File: src/rtl/seq_borrow_subtractor_if.sv
// Operand/result bundle for the sequential borrow subtractor.
// The master drives the request and operands; the slave returns status and the registered result.
interface seq_borrow_subtractor_if;
    logic       start;
    logic [7:0] din_a;
    logic [7:0] din_b;
    logic       bin;
    logic       busy;
    logic       done;
    logic [7:0] diff;
    logic       bout;
    logic       overflow;

    modport master (
        output start, din_a, din_b, bin,
        input  busy, done, diff, bout, overflow
    );

    modport slave (
        input  start, din_a, din_b, bin,
        output busy, done, diff, bout, overflow
    );
endinterface

File: src/rtl/seq_borrow_subtractor.sv
// 8-bit subtractor that resolves two bits per cycle through a rippled borrow.
// Latency: 4 CALC cycles then a 1-cycle DONE; no backpressure, start is ignored unless IDLE.
module seq_borrow_subtractor (
    input  logic                          clk,
    input  logic                          rst,
    seq_borrow_subtractor_if.slave        bus
);
    localparam logic [1:0] IDLE = 2'd0;
    localparam logic [1:0] CALC = 2'd1;
    localparam logic [1:0] DONE = 2'd2;

    logic [1:0] state_q, state_d;
    logic [1:0] idx_q, idx_d;
    logic [7:0] a_q, a_d;
    logic [7:0] b_q, b_d;
    logic       borrow_q, borrow_d;
    logic [7:0] acc_q, acc_d;
    logic [7:0] diff_q, diff_d;
    logic       bout_q, bout_d;
    logic       ovf_q, ovf_d;

    logic [2:0] sel;
    logic [2:0] slice_res;
    logic [7:0] diff_full;

    // Bit 2 of the 3-bit slice result is the borrow out of this slice.
    assign sel       = {idx_q, 1'b0};
    assign slice_res = {1'b0, a_q[sel +: 2]} - {1'b0, b_q[sel +: 2]} - {2'b00, borrow_q};
    assign diff_full = {slice_res[1:0], acc_q[5:0]};

    always_comb begin
        state_d  = state_q;
        idx_d    = idx_q;
        a_d      = a_q;
        b_d      = b_q;
        borrow_d = borrow_q;
        acc_d    = acc_q;
        diff_d   = diff_q;
        bout_d   = bout_q;
        ovf_d    = ovf_q;
        case (state_q)
            IDLE: begin
                if (bus.start) begin
                    a_d      = bus.din_a;
                    b_d      = bus.din_b;
                    borrow_d = bus.bin;
                    idx_d    = 2'd0;
                    state_d  = CALC;
                end
            end
            CALC: begin
                acc_d[sel +: 2] = slice_res[1:0];
                borrow_d        = slice_res[2];
                idx_d           = idx_q + 2'd1;
                if (idx_q == 2'd3) begin
                    diff_d  = diff_full;
                    bout_d  = slice_res[2];
                    ovf_d   = (a_q[7] != b_q[7]) && (diff_full[7] != a_q[7]);
                    state_d = DONE;
                end
            end
            DONE:    state_d = IDLE;
            default: state_d = IDLE;
        endcase
    end

    always_ff @(posedge clk) begin
        if (rst) begin
            state_q  <= IDLE;
            idx_q    <= 2'd0;
            a_q      <= 8'h00;
            b_q      <= 8'h00;
            borrow_q <= 1'b0;
            acc_q    <= 8'h00;
            diff_q   <= 8'h00;
            bout_q   <= 1'b0;
            ovf_q    <= 1'b0;
        end else begin
            state_q  <= state_d;
            idx_q    <= idx_d;
            a_q      <= a_d;
            b_q      <= b_d;
            borrow_q <= borrow_d;
            acc_q    <= acc_d;
            diff_q   <= diff_d;
            bout_q   <= bout_d;
            ovf_q    <= ovf_d;
        end
    end

    assign bus.busy     = (state_q == CALC);
    assign bus.done     = (state_q == DONE);
    assign bus.diff     = diff_q;
    assign bus.bout     = bout_q;
    assign bus.overflow = ovf_q;
endmodule

File: src/flat_wrapper.sv
// flat-port wrapper written by rule: the top's interface ports become plain ports
module seq_borrow_subtractor_flat 
  (clk, rst, bus_start, bus_din_a, bus_din_b, bus_bin, bus_busy, bus_done, bus_diff, bus_bout, bus_overflow);
  seq_borrow_subtractor_if bus_i ();
  input  logic clk;
  input  logic rst;
  input wire logic [$bits(bus_i.start)-1:0] bus_start;
  input wire logic [$bits(bus_i.din_a)-1:0] bus_din_a;
  input wire logic [$bits(bus_i.din_b)-1:0] bus_din_b;
  input wire logic [$bits(bus_i.bin)-1:0] bus_bin;
  output wire logic [$bits(bus_i.busy)-1:0] bus_busy;
  output wire logic [$bits(bus_i.done)-1:0] bus_done;
  output wire logic [$bits(bus_i.diff)-1:0] bus_diff;
  output wire logic [$bits(bus_i.bout)-1:0] bus_bout;
  output wire logic [$bits(bus_i.overflow)-1:0] bus_overflow;
  assign bus_i.start = bus_start;
  assign bus_i.din_a = bus_din_a;
  assign bus_i.din_b = bus_din_b;
  assign bus_i.bin = bus_bin;
  assign bus_busy = bus_i.busy;
  assign bus_done = bus_i.done;
  assign bus_diff = bus_i.diff;
  assign bus_bout = bus_i.bout;
  assign bus_overflow = bus_i.overflow;
  seq_borrow_subtractor u_core (.clk(clk), .rst(rst), .bus(bus_i));
endmodule
File: config.mk
export PLATFORM = sky130hd
export DESIGN_NAME = seq_borrow_subtractor_flat
export DESIGN_NICKNAME = d
export VERILOG_FILES = /design/src/rtl/seq_borrow_subtractor_if.sv /design/src/rtl/seq_borrow_subtractor.sv /design/src/flat_wrapper.sv
export SDC_FILE = /design/constraint.sdc
export NUM_CORES = 1
export LEC_CHECK = 0
export ABC_AREA = 1
export CAP_MARGIN = 15
export CORE_MARGIN = 2
export CORE_UTILIZATION = 50
export DETAILED_ROUTE_END_ITERATION = 16
export PLACE_DENSITY = 0.77
export RECOVER_POWER = 25
export SYNTH_ARGS = -nofsm -noshare
export SYNTH_HDL_FRONTEND = slang
export SYNTH_SLANG_ARGS = --single-unit
File: constraint.sdc
create_clock -name clk -period 2.99 [get_ports clk]
set_input_delay 0.598 -clock clk [delete_from_list [all_inputs] [get_ports clk]]
set_output_delay 0.598 -clock clk [all_outputs]
set_load 0.05 [all_outputs]
==> results by stage <==
Timing:
- The final count of negative-setup-slack endpoints is 0.
- The count of final hold-check violations is 0.
- The minimum clock period after layout is ~2600 ps.
- Summed over all failing endpoints, the final setup total negative slack is 0 ps.
- The maximum operating frequency is ~390 MHz.
- The relative slew slack is 0.5499.
- The period utilization is 0.8530.
- For the pin with the worst max-slew slack, the measured transition is ~670 ps.
- The clock arrives with between 10 and 15 ps of skew.
- Setup repair after global routing left no endpoint under its margin.
- The max-slew violation count is 0.

Die:
- The starting utilization of the core area is 0.5162.
- The area of the core is 3284 um^2.
- After floorplanning, the core was divided into 21 placement rows.
- The I/O pin count is 32.
- The vertical die dimension is 62.23 um.
- The overall die width is a little over 60 um.
- The floorplan step defined a die boundary enclosing roughly 3900 um^2.

Global route:
- The first global-routing pass estimated ~6.0 mm of wire.
- Across every metal layer, demand over resource in global routing totals 0.1944.
- The via count of the first global-routing pass is between 1,000 and 1,500.
- The maximum number of pins on one net before global-route repair is 30.
- Summed over all layers, the global routing overflow is 0.
- The initial antenna violation count came to 0.

CTS:
- The count of H-tree levels built during CTS is 2.
- The CTS tree is yes.
- Clock latency on the worst-skew pair, taken at its later pin, is 350 ps.
- Clock tree synthesis inserted a total of 5 buffers.
- Gates resized during post-CTS repair numbered 0.
- The library cell used as clock root buffer is sky130_fd_sc_hd__clkbuf_4.
- In this run the post-CTS setup repair buffer count came out at 0.
- The clock net in this run drives a total of 37 sinks.
- Clock-pin slew was measured on the worst setup and hold paths at roughly 110 ps.
- The clock passes through at most 2 buffers.
- The post-cts hold buffer count is 0.

Hold path:
- The class of the most critical hold timing path is reg -> reg.

Setup path:
- For flop-to-flop paths, the worst setup slack is approximately 440 ps.
- The endpoint required time on the critical path is approximately 3300 ps.
- On the critical path, the stage with the largest delay is an instance of sky130_fd_sc_hd__dfxtp_1.
- STA classifies the critical path startpoint as a flop.
- The worst stage delay on the critical path is approximately 520 ps.
- For the worst setup path, the data arrival time is ~2900 ps.
- The highest net fanout along the worst path is 12.
- The worst setup path is captured at a flop.
- Traced cell by cell, the critical path runs through inv_1, o21ai_0, o22ai_1, fa_1, inv_1, fa_1, nor2_1, nand3_1, nand2_1, nand2_1, nor2_1.
- The worst setup path category is reg -> reg.

Yosys:
- The post-synthesis instance area is 1695 um^2.
- The mean instance size in the synthesized netlist is approximately 7.1 um^2.
- The number of distinct library cell variants in the gate-level netlist after synthesis is 20.
- For this run, the register share of the synthesized area comes to 0.4369.
- The net count after synthesis is about 270.
- The Yosys warning count is 0.
- Counting flops and latches in the post-synthesis netlist gives 37.
- The instance count of the mapped netlist is around 240.

Routing:
- The final antenna-violating net count is 0.
- Using the TritonRoute via totals, the vias-per-cell ratio works out to 4.706.
- In the routed design, unresolved DRC markers number 0.
- For this block, the routed nets add up to 3.327 mm of wire.
- The number of vias in the routed layout is approximately 1,500.
- The detailed-routing iteration count for the pre-antenna-repair pass is 4.
- For this block, the initial DRC count from the detailed router was between 60 and 70.
- Dividing the detail-routed wire length by the instance count gives roughly 11 um.

Layout:
- The proportion of layout cells with a drive suffix above 1 is 0.05556.
- For this run, the post-layout net count is 296.
- The synthesis-to-finish area growth is 23.10%.
- The count of filler cells inserted in the layout is a little over 300.
- The finished layout holds 316 standard cells, fillers aside.
- The post-route cell area is between 2000 and 2500 um^2.
- 0 antenna diodes ended up in the layout.
- Measured on the finished design, the core utilization comes to 0.6354.

Place:
- Once detailed placement completed, the half-perimeter wirelength came to around 2.4 mm.
- The routability-driven placement congestion ratio is between 0.8 and 0.9.
- In this run the tool buffered the top-level ports with 31 buffer cells.
- After detailed placement, the design holds a cell count of slightly above 300.
- The placed cell area is around 2000 um^2.

Power and ir drop:
- VDD sags by at most 0.3385 mV.
- The total chip power is 1020 uW.
- For this design the ratio of total power to cell area is approximately 490 nW/um^2.
- The analysis attributes to cell leakage a power of roughly 0.00091 uW.

Outcome:
- The flow ran to the end, and the final reports show no timing, DRC or antenna violations.

Flow run:
- The number of max-cap violations is 0.
[per-stage QoR]
step / setup slack, ps / hold WS [ps]
2_1_floorplan: 763.0 / 443.9
3_3_place_gp: 673.8 / 456.9
3_5_place_dp: 606.3 / 459.3
4_1_cts: 504.6 / 474.8
5_1_grt: 252.1 / 497.9
6_report: 439.6 / 478.1
[state kept, by name, summed over array words and instances (netlist names)]
name,cells
u_core.state_q,2
u_core.b_q,8
u_core.borrow_q,1
u_core.bus.diff,8
u_core.acc_q,6
u_core.bus.overflow,1
u_core.a_q,8
u_core.idx_q,2
u_core.bus.bout,1
[path summary, 6_finish.rpt]
path                   start               to  cells past startpoint
max          u_core.idx_q[0]  u_core.acc_q[3]                     11
max reg2reg  u_core.idx_q[0]  u_core.acc_q[3]                     11
min reg2reg  u_core.acc_q[2]  u_core.acc_q[2]                      2
min          u_core.acc_q[2]  u_core.acc_q[2]                      2
[critical path: cells and delay by family (launching register included)]
kind	cells	cell delay [ps]
fa+ha+maj	2	820
flops	1	520
simple gates	5	480
buf+inv	2	330
compound gates	2	320
[metal layers]
| layer | global-route usage | routed length, um |
|---|---|---|
| met4 | 0.06667 | 34 |
| met2 | 0.3016 | 1420 |
| met5 | 0 | 0 |
| met1 | 0.2489 | 1730 |
| met3 | 0.07428 | 142 |
[final cells by class]
class                      instances  area (um^2)  area share
multi-input combinational        168        810.8      0.3885
sequential                        37        740.7      0.3549
timing repair buffer              32        314.1      0.1505
inverter                          25        93.84     0.04496
clock buffer                       7        65.06     0.03118
tap                               46        57.56     0.02758
clock inverter                     1        5.005    0.002398
[synthesized netlist by cell type]
master / count / area (um^2)
sky130_fd_sc_hd__nor2_4: 2 / 22.52
sky130_fd_sc_hd__buf_4: 1 / 7.510
sky130_fd_sc_hd__nand3_1: 7 / 35.03
sky130_fd_sc_hd__nand2_1: 27 / 101.4
sky130_fd_sc_hd__buf_2: 4 / 20.02
sky130_fd_sc_hd__a21oi_1: 9 / 45.04
sky130_fd_sc_hd__fa_1: 2 / 40.04
sky130_fd_sc_hd__o22ai_1: 2 / 12.51
sky130_fd_sc_hd__buf_6: 1 / 11.26
sky130_fd_sc_hd__nand2_2: 2 / 12.51
sky130_fd_sc_hd__dfxtp_1: 37 / 740.7
sky130_fd_sc_hd__buf_1: 1 / 3.750
sky130_fd_sc_hd__ha_1: 5 / 62.56
sky130_fd_sc_hd__clkbuf_2: 1 / 5.000
sky130_fd_sc_hd__nor2_1: 73 / 274.0
sky130_fd_sc_hd__nor3_1: 1 / 5.000
sky130_fd_sc_hd__o21ai_0: 37 / 185.2
sky130_fd_sc_hd__nand3_4: 1 / 17.52
sky130_fd_sc_hd__inv_2: 5 / 18.77
sky130_fd_sc_hd__inv_1: 20 / 75.07
[layout by cell type (no fill, tap or decap), types with 2 or more instances in the layout]
cell type                         count
sky130_fd_sc_hd__o22ai_1              2
sky130_fd_sc_hd__a21oi_1              9
sky130_fd_sc_hd__nor2_4               2
sky130_fd_sc_hd__clkbuf_8             2
sky130_fd_sc_hd__nand3_1              7
sky130_fd_sc_hd__dfxtp_1             37
sky130_fd_sc_hd__nand2_1             28
sky130_fd_sc_hd__ha_1                 5
sky130_fd_sc_hd__clkdlybuf4s50_1     30
sky130_fd_sc_hd__inv_1               22
sky130_fd_sc_hd__nor2_1              73
sky130_fd_sc_hd__inv_2                3
sky130_fd_sc_hd__o21ai_0             37
sky130_fd_sc_hd__fa_1                 2
sky130_fd_sc_hd__clkbuf_4             5
[report_power, final]
part | total (uW) | switching [uW] | internal, uW
registers | 539 | 19.4 | 519
logic | 186 | 109 | 77.1
clock network | 295 | 159 | 136
[kinds of logic after synthesis]
kind of cell / after synthesis / share of synthesized area
AOI/OAI and AO/OA: 48 / 0.1432
and+or+nand+nor: 113 / 0.2760
buffers and inverters: 33 / 0.08339
DFF: 37 / 0.4369
adders and majority gates: 7 / 0.06052
(Power assumes the default switching activity.)
